<file path="src/rtl/cu_pkg.sv">
// cu_pkg: shared definitions for the control_unit slice.
//   state_t  - sequencer states (S_PAUSE only exists when CU_SINGLE_STEP_EN
//              is defined)
//   iclass_t - instruction class produced by cu_decoder
//   OPC_*    - 4-bit opcode values (Oi[4:1]); OP_NOP / OP_HALT are full
//              5-bit encodings since they share opcode 0 and differ in Oi[0]
//   ALU_*    - OPALU codes
//   WB_*     - WBCR writeback select encodings
//   PC_*     - mux1CR PC source encodings
package cu_pkg;

`ifdef CU_SINGLE_STEP_EN
  typedef enum logic [2:0] {
    S_FETCH, S_DECODE, S_EXEC, S_MEM, S_WB, S_HALT, S_PAUSE
  } state_t;
`else
  typedef enum logic [2:0] {
    S_FETCH, S_DECODE, S_EXEC, S_MEM, S_WB, S_HALT
  } state_t;
`endif

  typedef enum logic [2:0] {
    CL_NOP, CL_HALT, CL_ALU, CL_LOAD, CL_STORE, CL_OUT, CL_JUMP, CL_BRANCH
  } iclass_t;

  localparam logic [4:0] OP_NOP  = 5'b00000;
  localparam logic [4:0] OP_HALT = 5'b00001;

  localparam logic [3:0] OPC_SYS = 4'h0;
  localparam logic [3:0] OPC_ADD = 4'h1;
  localparam logic [3:0] OPC_SUB = 4'h2;
  localparam logic [3:0] OPC_AND = 4'h3;
  localparam logic [3:0] OPC_OR  = 4'h4;
  localparam logic [3:0] OPC_XOR = 4'h5;
  localparam logic [3:0] OPC_NOT = 4'h6;
  localparam logic [3:0] OPC_SHL = 4'h7;
  localparam logic [3:0] OPC_SHR = 4'h8;
  localparam logic [3:0] OPC_LDI = 4'h9;
  localparam logic [3:0] OPC_LD  = 4'hA;
  localparam logic [3:0] OPC_ST  = 4'hB;
  localparam logic [3:0] OPC_IN  = 4'hC;
  localparam logic [3:0] OPC_OUT = 4'hD;
  localparam logic [3:0] OPC_JMP = 4'hE;
  localparam logic [3:0] OPC_BRC = 4'hF;

  localparam logic [3:0] ALU_ADD  = 4'b0000;
  localparam logic [3:0] ALU_SUB  = 4'b0001;
  localparam logic [3:0] ALU_AND  = 4'b0010;
  localparam logic [3:0] ALU_OR   = 4'b0011;
  localparam logic [3:0] ALU_XOR  = 4'b0100;
  localparam logic [3:0] ALU_NOT  = 4'b0101;
  localparam logic [3:0] ALU_SHL  = 4'b0110;
  localparam logic [3:0] ALU_SHR  = 4'b0111;
  localparam logic [3:0] ALU_PASS = 4'b1000;

  localparam logic [1:0] WB_ALU = 2'b00;
  localparam logic [1:0] WB_MEM = 2'b01;
  localparam logic [1:0] WB_RB  = 2'b10;
  localparam logic [1:0] WB_IMM = 2'b11;

  localparam logic [1:0] PC_INC = 2'b00;
  localparam logic [1:0] PC_TGT = 2'b01;

endpackage

</file>
<file path="src/rtl/cu_decoder.sv">
// cu_decoder: combinational opcode decode.
//   op      in  5  latched opcode field (op[4:1] opcode, op[0] sub-op)
//   iclass  out    instruction class
//   alu_op  out 4  OPALU value for ALU-class instructions (PASS otherwise)
//   wb_sel  out 2  WBCR value used in the WB state
//   in_sel  out 1  mux2CR value used in the WB state (1 for IN)
module cu_decoder
  import cu_pkg::*;
(
  input  logic [4:0] op,
  output iclass_t    iclass,
  output logic [3:0] alu_op,
  output logic [1:0] wb_sel,
  output logic       in_sel
);

  always_comb begin
    iclass = CL_NOP;
    alu_op = ALU_PASS;
    wb_sel = WB_ALU;
    in_sel = 1'b0;
    case (op[4:1])
      OPC_SYS: iclass = op[0] ? CL_HALT : CL_NOP;
      OPC_ADD, OPC_SUB, OPC_AND, OPC_OR,
      OPC_XOR, OPC_NOT, OPC_SHL, OPC_SHR: begin
        iclass = CL_ALU;
        // ALU codes are the opcode shifted down by one.
        alu_op = op[4:1] - 4'd1;
      end
      OPC_LDI: begin
        iclass = CL_LOAD;
        wb_sel = WB_IMM;
      end
      OPC_LD: begin
        iclass = CL_LOAD;
        wb_sel = WB_MEM;
      end
      OPC_IN: begin
        iclass = CL_LOAD;
        in_sel = 1'b1;
      end
      OPC_ST:  iclass = CL_STORE;
      OPC_OUT: iclass = CL_OUT;
      OPC_JMP: iclass = CL_JUMP;
      OPC_BRC: iclass = CL_BRANCH;
      default: iclass = CL_NOP;
    endcase
  end

endmodule

</file>
<file path="src/rtl/control_unit.sv">
// control_unit: multi-cycle FETCH/DECODE/EXEC/(MEM|WB) sequencer for the
// 8-bit RISC datapath.
//   clk            rising-edge clock
//   rst            asynchronous active-low reset
//   step           single-step advance (only with CU_SINGLE_STEP_EN)
//   Oi[4:0]        opcode field, captured in DECODE
//   IFgn/IFgz      N/Z flags, sampled in EXEC for BRc
//   LRCR, PCCR     IR load, PC update enable
//   mux1CR[1:0]    PC source (00 PC+1, 01 target)
//   RegCR, mux2CR  register write enable, write data select (1 = in port)
//   OPALU[3:0]     ALU operation
//   NFCR, ZFCR     flag update enables
//   DMCR           data memory write enable
//   WBCR[1:0]      writeback select
//   Reg1CR, Reg2CR output port latch enables
//   halted         high in HALT
//   retire         pulse in the last cycle of each instruction
// Optional feature macro: CU_SINGLE_STEP_EN (adds step port and PAUSE state).
module control_unit
  import cu_pkg::*;
(
  input  logic       clk,
  input  logic       rst,
`ifdef CU_SINGLE_STEP_EN
  input  logic       step,
`endif
  input  logic [4:0] Oi,
  input  logic       IFgn,
  input  logic       IFgz,
  output logic       LRCR,
  output logic       PCCR,
  output logic [1:0] mux1CR,
  output logic       RegCR,
  output logic       mux2CR,
  output logic [3:0] OPALU,
  output logic       NFCR,
  output logic       ZFCR,
  output logic       DMCR,
  output logic [1:0] WBCR,
  output logic       Reg1CR,
  output logic       Reg2CR,
  output logic       halted,
  output logic       retire
);

`ifdef CU_SINGLE_STEP_EN
  localparam state_t RETIRE_STATE = S_PAUSE;
`else
  localparam state_t RETIRE_STATE = S_FETCH;
`endif

  state_t     state_q, state_d;
  logic [4:0] op_q;

  iclass_t    dec_class;
  logic [3:0] dec_alu;
  logic [1:0] dec_wb;
  logic       dec_in;
  logic       br_taken;

  cu_decoder u_dec (
    .op     (op_q),
    .iclass (dec_class),
    .alu_op (dec_alu),
    .wb_sel (dec_wb),
    .in_sel (dec_in)
  );

  always_ff @(posedge clk or negedge rst) begin
    if (!rst) begin
      state_q <= S_FETCH;
      op_q    <= '0;
    end else begin
      state_q <= state_d;
      if (state_q == S_DECODE) op_q <= Oi;
    end
  end

  assign br_taken = op_q[0] ? IFgn : IFgz;

  always_comb begin
    state_d = state_q;
    LRCR    = 1'b0;
    PCCR    = 1'b0;
    mux1CR  = PC_INC;
    RegCR   = 1'b0;
    mux2CR  = 1'b0;
    OPALU   = ALU_PASS;
    NFCR    = 1'b0;
    ZFCR    = 1'b0;
    DMCR    = 1'b0;
    WBCR    = WB_ALU;
    Reg1CR  = 1'b0;
    Reg2CR  = 1'b0;
    halted  = 1'b0;
    retire  = 1'b0;

    case (state_q)
      S_FETCH: begin
        LRCR    = 1'b1;
        PCCR    = 1'b1;
        state_d = S_DECODE;
      end
      // op_q is not loaded until the end of DECODE, so NOP must be seen
      // on Oi directly to retire in this cycle.
      S_DECODE: begin
        if (Oi == OP_NOP) begin
          retire  = 1'b1;
          state_d = RETIRE_STATE;
        end else if (Oi == OP_HALT) begin
          state_d = S_HALT;
        end else begin
          state_d = S_EXEC;
        end
      end
      S_EXEC: begin
        case (dec_class)
          CL_ALU: begin
            OPALU   = dec_alu;
            NFCR    = 1'b1;
            ZFCR    = 1'b1;
            state_d = S_WB;
          end
          CL_LOAD:  state_d = S_WB;
          CL_STORE: state_d = S_MEM;
          CL_OUT: begin
            Reg1CR  = 1'b1;
            Reg2CR  = 1'b1;
            retire  = 1'b1;
            state_d = RETIRE_STATE;
          end
          CL_JUMP: begin
            PCCR    = 1'b1;
            mux1CR  = PC_TGT;
            retire  = 1'b1;
            state_d = RETIRE_STATE;
          end
          CL_BRANCH: begin
            if (br_taken) begin
              PCCR   = 1'b1;
              mux1CR = PC_TGT;
            end
            retire  = 1'b1;
            state_d = RETIRE_STATE;
          end
          default: state_d = S_FETCH;
        endcase
      end
      S_MEM: begin
        DMCR    = 1'b1;
        retire  = 1'b1;
        state_d = RETIRE_STATE;
      end
      S_WB: begin
        RegCR   = 1'b1;
        WBCR    = dec_wb;
        mux2CR  = dec_in;
        retire  = 1'b1;
        state_d = RETIRE_STATE;
      end
      S_HALT: begin
        halted  = 1'b1;
        state_d = S_HALT;
      end
`ifdef CU_SINGLE_STEP_EN
      S_PAUSE: begin
        if (step) state_d = S_FETCH;
      end
`endif
      default: state_d = S_FETCH;
    endcase

    // state_q resets to FETCH, whose decode would assert LRCR/PCCR; hold
    // every output at its idle value while reset is asserted.
    if (!rst) begin
      LRCR   = 1'b0;
      PCCR   = 1'b0;
      mux1CR = PC_INC;
      RegCR  = 1'b0;
      mux2CR = 1'b0;
      OPALU  = ALU_PASS;
      NFCR   = 1'b0;
      ZFCR   = 1'b0;
      DMCR   = 1'b0;
      WBCR   = WB_ALU;
      Reg1CR = 1'b0;
      Reg2CR = 1'b0;
      halted = 1'b0;
      retire = 1'b0;
    end
  end

endmodule

</file>
<file path="config.mk">
export PLATFORM = sky130hd
export DESIGN_NAME = control_unit
export DESIGN_NICKNAME = d
export VERILOG_FILES = /design/src/rtl/cu_pkg.sv /design/src/rtl/cu_decoder.sv /design/src/rtl/control_unit.sv
export SDC_FILE = /design/constraint.sdc
export NUM_CORES = 1
export LEC_CHECK = 0
export CELL_PAD_IN_SITES_DETAIL_PLACEMENT = 0
export CELL_PAD_IN_SITES_GLOBAL_PLACEMENT = 2
export CORE_MARGIN = 3
export CORE_UTILIZATION = 38
export DETAILED_ROUTE_END_ITERATION = 16
export DONT_BUFFER_PORTS = 1
export GPL_TIMING_DRIVEN = 0
export PLACE_DENSITY = 0.87
export SLEW_MARGIN = 20
export SYNTH_ARGS = -nofsm -noshare
export SYNTH_HDL_FRONTEND = slang
export SYNTH_HIERARCHICAL = 1
export SYNTH_SLANG_ARGS = --single-unit
</file>
<file path="constraint.sdc">
create_clock -name clk -period 5.7 [get_ports clk]
set_input_delay 1.14 -clock clk [delete_from_list [all_inputs] [get_ports clk]]
set_output_delay 1.14 -clock clk [all_outputs]
set_load 0.01 [all_outputs]
</file>
## Word level (Yosys, flattened, before mapping)

Index checks and enable logic that the tools add are counted.

| storage, ports and cells | value |
|---|---|
| register bits | 8 |
| output and inout port bits | 19 |
| input port bits | 9 |
| logic and storage cells | 81 |

| operators by class | value |
|---|---|
| reduce and logical (&&, ||, !) cells | 8 |
| multiplexer cells | 43 |
| add/subtract/negate cells | 1 |
| equality and inequality tests | 27 |

Operators by type and width:

| kind | count |
|---|---|
| $eq A4 B4 Y1 const B | 8 |
| $mux W1 | 26 |
| $pmux W3 S7 | 1 |
| $eq A3 B3 Y1 const B | 6 |
| $eq A4 B3 Y1 const B | 4 |
| $mux W4 | 4 |
| $eq A3 B2 Y1 const B | 4 |
| $pmux W3 S4 | 1 |
| $eq A4 B2 Y1 const B | 2 |
| $reduce_or A8 Y1 | 1 |
| $mux W2 | 3 |
| $mux W3 | 2 |
| $pmux W1 S2 | 3 |
| $pmux W3 S2 | 1 |
| $reduce_or A3 Y1 | 2 |
| $eq A5 B1 Y1 const B | 1 |
| $logic_not A5 Y1 | 1 |
| $eq A4 B1 Y1 const B | 1 |
| $logic_not A4 Y1 | 1 |
| $pmux W2 S2 | 1 |
| $reduce_or A2 Y1 | 2 |
| $sub A4 B1 Y4 const B | 1 |
| $eq A3 B1 Y1 const B | 1 |
| $logic_not A3 Y1 | 1 |
| $pmux W1 S3 | 1 |

## Logic depth before layout (Yosys ltp)

| logic depth | value |
|---|---|
| depth after elaboration | 8 |
| mapped depth | 10 |
| mapped depth without buffers | 9 |

## Modules after synthesis

The synthesis kept the hierarchy.

Modules (own cells, without submodules):

| module | instances | area each (µm²) | seq. area each (µm²) | cells each |
|---|---|---|---|---|
| control_unit | 1 | 598.1 | 200.2 | 64 |
| cu_decoder | 1 | 289.0 | 0.0 | 38 |

## Worst setup path before layout

Ideal clock, no wire load.

| path | value |
|---|---|
| path kind | register to output |
| start | reg op_q[2] |
| end | out ZFCR |
| required time | 4.560 ns |
| slack | 2.541 ns |
| path buffers | 1 |
| arrival | 2.019 ns |
| cell stages (with the launch flop) | 10 |
| cell sequence | dfrtp_1 > inv_1 > ha_1 > or3_4 > a31oi_4 > o211ai_1 > nor2b_1 > nand4_1 > inv_1 > buf_4 |

| between the ends | value |
|---|---|
| cells in the longest elaborated chain, start to end | 7 |
| elaborated cells between the ends (all ways) | 23 |
| classes of those cells | eq/ne: 16; mux: 4; reduce/logical: 3 |

Ends and longest elaborated chain:

| element | line | source |
|---|---|---|
| start: declaration | control_unit.sv:53 | `logic [4:0] op_q;` |
| start signal: assignment | control_unit.sv:75 | `if (state_q == S_DECODE) op_q <= Oi;` |
| $eq A4 B1 Y1 (tied with other cells) | cu_decoder.sv:22 | `case (op[4:1])` |
| $reduce_or A8 Y1 / $reduce_or A3 Y1 (equally long branches) | - |  |
| $pmux W3 S7 (*) | cu_decoder.sv:22 |  |
| named net dec_class[1] | control_unit.sv:55 | `iclass_t dec_class;` |
| $eq A3 B2 Y1 (*) | - |  |
| $mux W1 (*) (3 in series) | - |  |
| end: declaration | control_unit.sv:37 | `output logic ZFCR,` |

The timed path passes the listed nets; every way through them passes the cells marked *.

## Worst setup path after layout

Same ends and word-level chain as after synthesis.

==> qor.tcl <==
set qor(drive_gt1_frac) 0.267
set qor(layout_worst_path_cycle_share) 0.644
set qor(synth_seq_area_share) 0.226
set qor(rows) 16
set qor(syn_avg_cell_area_um2) 8.70
set qor(die_w_um) 54.3
set qor(cpPeakStageDelay_ns) 0.42
set qor(routed_vias) 733
set qor(p_comb_frac) 0.703
set qor(timing.final.max_slew_violations) 0
set qor(worst_hold_path.num_cells) 1
set qor(cts_made_buffers) 3
set qor(chipHeight_um) 54.3
set qor(mappedNetlistArea_um2) 887
set qor(design.die.area_um2) 2950
set qor(place.port_buffers) 0
set qor(path_clk_slew_ns) 0.06
set qor(hp-start) {op_q[4]$_DFFE_PN0N_}
set qor(critical_path.slowest_cell) {sky130_fd_sc_hd__dfrtp_1}
set qor(num_io_pins) 28
set qor(ys_warn_count) 6
set qor(numClockSinks) 8
set qor(achievable-frequency_mhz) 272
set qor(outcome) {complete, no violations}
set qor(synth-edff-count) 0
set qor(worst_hold_path.endpoint) {op_q[4]$_DFFE_PN0N_}
set qor(hold_path.class) {reg -> reg}
set qor(share_of_synthesized_flip_flops_with_an_asynchronous_set_or_reset) 1.00
set qor(grt_pass1_wl_mm) 2.98
set qor(power_per_cell_area_nw_per_um2) 617
set qor(postCtsSetupRepairBufs) 0
set qor(synth_seq_cells) 8
set qor(antenna_found_initial) 0
set qor(rsz_0062_raised_after_global_routing) {false}
set qor(detailedRoute.firstIterationViolations) 6
set qor(drt_drc_violations_left) 0
set qor(core_box_area_um2) 2080
set qor(global_route.usage.total) 0.143
set qor(cts_max_path_buffers) 2
set qor(period_needed_ns) 3.67
set qor(layout.cells.most_common) {sky130_fd_sc_hd__nor2_1}
set qor(gr-total-overflow) 0
set qor(worst_vdd_ir_mv) 0.269
set qor(floorplan.initialDensity) 0.426
set qor(layout_stage_area_growth_over_the_synthesis_result_pct) 6.35
set qor(top_reg_cell_synth) {sky130_fd_sc_hd__dfrtp_1}
set qor(hpwlAfterDp_mm) 1.47
set qor(netSwitchingPower_uw) 283
set qor(crit-reg2reg-launch) {op_q[2]$_DFFE_PN0N_}
set qor(number_of_global_route_vias_before_repair) 685
set qor(hold_viol_final) 0
set qor(clock_tree.htree_level_count) 1
set qor(post_cts_resize_count) 0
set qor(setup.worst_path.end_class) {output port}
set qor(path_cells) {inv_1 -> ha_1 -> or3_4 -> a31oi_4 -> o211ai_1 -> nor2b_1 -> nand4_1 -> inv_1 -> buf_4}
set qor(critical_path.startpoint_type) {flop}
set qor(regToRegEndpoint) {state_q[1]$_DFF_PN0_}
set qor(setup.worst_path.class) {reg -> out}
set qor(gpl.final_weighted_congestion) 0.775
set qor(critPathTopFamily) {simple AND/OR/NAND/NOR gates}
set qor(pwr-share-seq) 0.221
set qor(clkLatencyLatePin_ns) 0.26
set qor(worstPathMaxFanout) 6
set qor(switching_share) 0.486
set qor(routed_wirelength_mm) 1.82
set qor(tritoncts) {built}
set qor(post-route-util) 0.453
set qor(reg2reg_setup_slack_ns) 3.34
set qor(final_cell_mix) {sky130_fd_sc_hd__nor2_1, sky130_fd_sc_hd__dfrtp_1, sky130_fd_sc_hd__nand2_1, sky130_fd_sc_hd__inv_1, sky130_fd_sc_hd__ha_1}
set qor(critPathBufInv) 3
set qor(cts_root_buffer) {sky130_fd_sc_hd__clkbuf_4}
set qor(detail_route.wl_per_cell_um) 13.8
set qor(synth_fp_nets) 117
set qor(insertedDiodeCount) 0
set qor(sum_neg_setup_slack_ns) 0
set qor(worst-endpoint-required_ns) 4.56
set qor(final.fill_count) 228
set qor(cts_hold_repair.buffers) 0
set qor(first_pass_iters) 4
set qor(crit_arrival_ns) 2.53
set qor(timing.max_cap.violations) 0
set qor(vias_per_cell) 5.55
set qor(cellInternalPower_uw) 299
set qor(grt_max_degree) 13
set qor(num-nets-final) 122
set qor(route.antenna.remaining_nets) 0
set qor(setup-violations-final) 0
set qor(netlist_instances) 102
set qor(worst_clock_skew_on_the_final_layout_ns) 0.00714
set qor(worstRegToRegCells) 8
set qor(total_leakage_power_uw) 0.000411
set qor(crit_path_frequent_cell) {sky130_fd_sc_hd__inv_1}
set qor(power.share.clock) 0.076
set qor(synth.distinct_cells) 44
-- metal layers --
layer	global-route usage	part of all wire	vias up
met5	0	0	-
met4	0.0747	0.0066	0
met3	0.0272	0.043	2
met2	0.241	0.48	20
met1	0.171	0.47	347
li1	-	-	364
-- cell usage after synthesis, types with 2 or more instances --
| cell type | n | area, µm² |
|---|---|---|
| sky130_fd_sc_hd__nor2_1 | 15 | 56.3 |
| sky130_fd_sc_hd__a21oi_1 | 2 | 10.0 |
| sky130_fd_sc_hd__mux2_2 | 5 | 56.3 |
| sky130_fd_sc_hd__nor3b_1 | 2 | 15.0 |
| sky130_fd_sc_hd__nor3_1 | 3 | 15.0 |
| sky130_fd_sc_hd__o21ai_0 | 4 | 20.0 |
| sky130_fd_sc_hd__nand2b_4 | 2 | 27.5 |
| sky130_fd_sc_hd__nor2b_1 | 3 | 18.8 |
| sky130_fd_sc_hd__dfrtp_1 | 8 | 200 |
| sky130_fd_sc_hd__buf_4 | 4 | 30.0 |
| sky130_fd_sc_hd__xnor2_1 | 2 | 17.5 |
| sky130_fd_sc_hd__ha_1 | 6 | 75.1 |
| sky130_fd_sc_hd__nand2_1 | 6 | 22.5 |
| sky130_fd_sc_hd__nand2b_1 | 3 | 18.8 |
| sky130_fd_sc_hd__and2_2 | 3 | 22.5 |
| sky130_fd_sc_hd__inv_1 | 6 | 22.5 |
-- sequential cells by signal (all words and copies together), names as in the netlist --
signal / count
state_q: 3
op_q: 5
-- final cells by class --
type / instances / area, µm² / share of cell area
multi-input cells: 82 / 618 / 0.655
clock buffers: 3 / 22.5 / 0.0239
well taps: 27 / 33.8 / 0.0358
inverters: 6 / 22.5 / 0.0239
flip-flops and latches: 8 / 200 / 0.212
plain buffers: 6 / 46.3 / 0.0491
-- worst register-to-register path: cells and delay by family (launching register included) --
kind	cells	cell delay (ns)
and+or+nand+nor	3	0.89
AOI/OAI and AO/OA	3	0.65
DFF	1	0.42
adders and majority gates	1	0.22
buffers and inverters	1	0.12
-- how the worst max path moves through the flow --
stage	cells after the start	end	start	slack (ns)
final	9	ZFCR	op_q[2]$_DFFE_PN0N_	2.03
after global routing	9	ZFCR	op_q[2]$_DFFE_PN0N_	1.81
after CTS	9	ZFCR	op_q[2]$_DFFE_PN0N_	1.97
after detailed placement	9	ZFCR	op_q[2]$_DFFE_PN0N_	2.25
after global placement	9	ZFCR	op_q[2]$_DFFE_PN0N_	2.28
after floorplan	9	ZFCR	op_q[2]$_DFFE_PN0N_	2.54
-- per-stage QoR --
stage | std cells | hold slack [ns] | worst slack (ns) | area [µm²] | power (µW)
2_1_floorplan | 102 | 0.504 | 2.54 | 887 | 470
3_3_place_gp | 129 | 0.518 | 2.28 | 921 | 542
3_5_place_dp | 129 | 0.528 | 2.25 | 921 | 545
4_1_cts | 132 | 0.537 | 1.97 | 943 | 592
5_1_grt | 132 | 0.546 | 1.81 | 943 | 653
6_report | 132 | 0.533 | 2.03 | 943 | 582
-- kinds of logic after synthesis --
| family | count (synthesis) | synth area share |
|---|---|---|
| fa+ha+maj | 6 | 0.0846 |
| simple gates | 49 | 0.351 |
| buf+inv | 12 | 0.0776 |
| other cells | 1 | 0.00423 |
| flops | 8 | 0.226 |
| mux | 6 | 0.0747 |
| xor+xnor | 2 | 0.0197 |
| compound gates | 18 | 0.162 |
-- power groups by stage --
stage	Clock [µW]	Sequential (µW)	Combinational [µW]
after floorplan	0	118	352
after global placement	0	130	413
after detailed placement	0	130	415
after CTS	46.5	130	416
after global routing	51.8	135	466
final	44.3	128	410
Note: power is estimated with default switching activity, not from simulation.
==> RTL change 1 (config.mk and constraints unchanged) <==
Build with the macro `CU_SINGLE_STEP_EN` defined.
--- a/src/rtl/cu_pkg.sv
+++ b/src/rtl/cu_pkg.sv
@@ -7,6 +7,8 @@
 //   ALU_*    - OPALU codes
 //   WB_*     - WBCR writeback select encodings
 //   PC_*     - mux1CR PC source encodings
+`define CU_SINGLE_STEP_EN
+
 package cu_pkg;
 
 `ifdef CU_SINGLE_STEP_EN
Ports: changed (added step); port bits go from 28 to 29. No check against the original RTL was run, so the function may have changed too.
==> RTL change 1 against the unedited design <==
Sequential cell count unchanged; design area down 1.2%; synthesized cell count is 0.98% lower; first-iteration DRC count rose to 2.8 times the old value; global-route usage down 0.34 points; routed wire length up 1.9%; synthesized area shrank 1.3%; fmax down 8.9%; sequential share of layout area rose by 0.26 points; worst setup slack got worse by 0.36 ns; power decreased by 4.4%; combinational power shrank 4%; non-clock buffer count is 1 higher; largest power group unchanged.
==> RTL change 1: results <==
setup_path:
  r2r-start: "op_q[1]"
  r2r_end: "state_q[2]"
  ff2ff_setup_slack_ns: 3.33
  cpPeakStageDelay_ns: 0.60
  cp_data_arrival_time_ns: 2.89
  cpMaxStageDelayCell: "nor4_1"
yosys:
  yosysUniqueCellTypes: 45
  yosysSeqAreaShare: 0.229
  async_reset_ff_frac: 1.00
  synthTopCellsByArea: "dfrtp_1 23%, ha_1 8.6%, mux2_2 6.4%, nand2b_1 5.0%, and2_1 4.3%"
  ys_top_cells_by_count: "8 x dfrtp_1, 8 x nor2_1, 7 x nand2b_1"
clocking:
  cts_inserted_buffers: 3
  cts_setup_buffers: 0
  h-tree-depth: 1
  clk_pin_slew_ns: 0.05
  cts_root_buffer: "clkbuf_4"
  cts_resized: 0
power:
  p_leak_uw: 0.000405
  peakVddDrop_v: 0.000266
  p_sw_uw: 272
global_route:
  grt_pass1_vias: 694
  grt_pass1_wl_mm: 2.95
  grt_usage: 0.140
sta:
  whs_ns: 0.538
  finClkSkew_ns: 0.00677
place:
  gp_congestion: 0.825
  dp_hpwl_mm: 1.51
  place_area_sq_um: 910
routing:
  avgViaCountPerCell: 5.53
  drt_wl_total_mm: 1.85
  drt_iter0_drc: 17
min_path:
  holdPathStages: 1
  whs_endpoint: "op_q[4]"
  holdCritStartpoint: "op_q[4]"
cells_and_area:
  layout-drive-gt1-share: 0.221
  layout-area-overhead-vs-synth_pct: 6.43
  reg.largest.list: "op_q: 5 flops, state_q: 3 flops"
  fill_cells: 206
outcome:
  status: "finished, final reports clean"
## RTL change 1: cell families after synthesis
group                      after synthesis  share of synthesized area
DFF                                      8                      0.229
and+or+nand+nor                         47                      0.336
other                                    1                    0.00428
xor gates and xnor gates                 2                     0.0200
adders and majority gates                6                     0.0857
buffers and inverters                   12                     0.0757
AOI/OAI and AO/OA                       19                      0.174
muxes                                    6                     0.0757
## RTL change 1: metal layers
metal / share of wire / track usage
met1: 0.48 / 0.185
met2: 0.44 / 0.204
met3: 0.072 / 0.0416
met4: 0.013 / 0.0705
met5: 0 / 0
## RTL change 1: how the worst max path moves through the flow
stage | start | endpoint | cells past startpoint
finish | op_q[2] | Reg2CR | 8
global route | op_q[2] | Reg2CR | 8
CTS | op_q[2] | Reg2CR | 8
detailed placement | op_q[2] | Reg2CR | 8
global placement | op_q[2] | Reg2CR | 8
floorplan | op_q[2] | Reg2CR | 8
## RTL change 1: worst reg2reg max path, delay by kind of cell (launching register included)
family	cells	cell delay (ns)
AO/OA/AOI/OAI	5	1.32
adder cells (fa/ha/maj)	1	0.27
flip-flops	1	0.47
buffers and inverters	1	0.12
AND/OR/NAND/NOR	1	0.07
## RTL change 1: per-stage QoR
stage	setup slack [ns]	instances
floorplan	2.22	101
global placement	1.98	128
detailed placement	1.94	128
CTS	1.67	131
global route	1.51	131
finish	1.67	131
## RTL change 1: power groups by stage
stage / Combinational [uW] / Sequential (uW) / Clock, uW
floorplan: 332 / 113 / 0
global placement: 387 / 124 / 0
detailed placement: 390 / 125 / 0
CTS: 391 / 125 / 42.6
global route: 440 / 130 / 46.6
finish: 392 / 124 / 41.1
## RTL change 1: layout make-up
| class | instances | area share |
|---|---|---|
| plain buffers | 7 | 0.0510 |
| clock buffers | 3 | 0.0242 |
| multi-input cells | 81 | 0.654 |
| inverters | 5 | 0.0201 |
| well taps | 27 | 0.0362 |
| flip-flops and latches | 8 | 0.215 |
==> RTL change 2 (config.mk and constraints unchanged) <==
Made on the original files. The 6 states of `state_t` get a one-hot encoding in 6 bits.
--- a/src/rtl/cu_pkg.sv
+++ b/src/rtl/cu_pkg.sv
@@ -14,8 +14,8 @@
     S_FETCH, S_DECODE, S_EXEC, S_MEM, S_WB, S_HALT, S_PAUSE
   } state_t;
 `else
-  typedef enum logic [2:0] {
-    S_FETCH, S_DECODE, S_EXEC, S_MEM, S_WB, S_HALT
+  typedef enum logic [5:0] {
+    S_FETCH = 6'b000001, S_DECODE = 6'b000010, S_EXEC = 6'b000100, S_MEM = 6'b001000, S_WB = 6'b010000, S_HALT = 6'b100000
   } state_t;
 `endif
 
Behaviour: same outputs for any inputs over 10 cycles, from zero or initial values and one cycle with rst low; not proved beyond that.
==> RTL change 2 against the unedited design <==
Clock power rose by 11%; final cell count is 11% higher; critical path type unchanged; critical endpoint is now Reg2CR; sequential power rose by 13%; synthesized cell count increased by 11%; design area up 19%; fmax decreased by 4.5%; worst setup slack worse by 0.17 ns; routed wire length rose by 9.5%; non-clock buffer count grew 2; synthesized area grew 19%; first-iteration DRC count rose to 3.2 times the old value; clock skew is 0.0036 ns lower; sequential cell count rose by 3; power is 4.8% higher.
==> RTL change 2: results <==
global_route:
  use_met2: 0.195
  gr-usage-met1: 0.168
  grt_usage: 0.125
  grt_max_degree: 16
  grt_use_met3: 0.0351
  grt_pass1_wl_mm: 3.33
  grt_pass1_vias: 749
yosys:
  netlist_instances: 113
  yosysUniqueCellTypes: 53
  ys_top_cells_by_count: "11 x nor2_1, 10 x dfrtp_1, 9 x nor2b_1"
  synthTopCellsByArea: "dfrtp_1 24%, ha_1 7.1%, nor2b_1 5.3%, mux2_2 4.3%, nor2_1 3.9%"
outcome:
  status: "finished, final reports clean"
cells_and_area:
  reg.largest.list: "state_q: 6 flops, op_q: 5 flops"
  layout.nets: 133
  fill_cells: 259
  layout-drive-gt1-share: 0.214
  postLayoutCoreUtil: 0.436
power:
  p_leak_uw: 0.000455
  peakVddDrop_v: 0.000232
routing:
  wl_per_cell_um: 13.5
  wl_met2_um: 858
  drt-met1-wl_um: 967
  met3_length_um: 148
  drt_iter0_drc: 19
setup_path:
  cp_data_arrival_time_ns: 2.70
  r2r_end: "state_q[0]"
  cp_max_fo: 6
  crit_end: "Reg2CR"
sta:
  finClkSkew_ns: 0.00352
  whs_ns: 0.526
place:
  pre_cts_ws_ns: 2.11
  place_area_sq_mm: 0.00109
  dp.cells: 143
[RTL change 2: changes by cell type after synthesis, sizes merged, moves of 3 or more]
cell   change
nor2       -5
inv        -3
nand2      -3
nor2b      +6
and2       +3
[RTL change 2: cell type report]
| class | instances | share of cell area |
|---|---|---|
| Multi-Input combinational cell | 91 | 0.639 |
| Sequential cell | 11 | 0.247 |
| Buffer | 8 | 0.0469 |
| Tap cell | 30 | 0.0335 |
| Clock buffer | 4 | 0.0235 |
| Inverter | 3 | 0.0101 |
[RTL change 2: kinds of logic (layout without fill, tap and decap cells)]
logic type	count (synthesis)	in the layout	synth area share
DFF	11	11	0.262
buffers and inverters	11	15	0.0604
xor gates and xnor gates	2	2	0.0166
muxes	6	6	0.0628
AOI/OAI and AO/OA	18	18	0.154
adders and majority gates	6	6	0.0711
other	1	1	0.00355
and+or+nand+nor	58	58	0.370
[RTL change 2: power by group]
group          internal (uW)  switching (uW)
registers                111            32.7
logic                    185             233
clock network           27.0            22.1
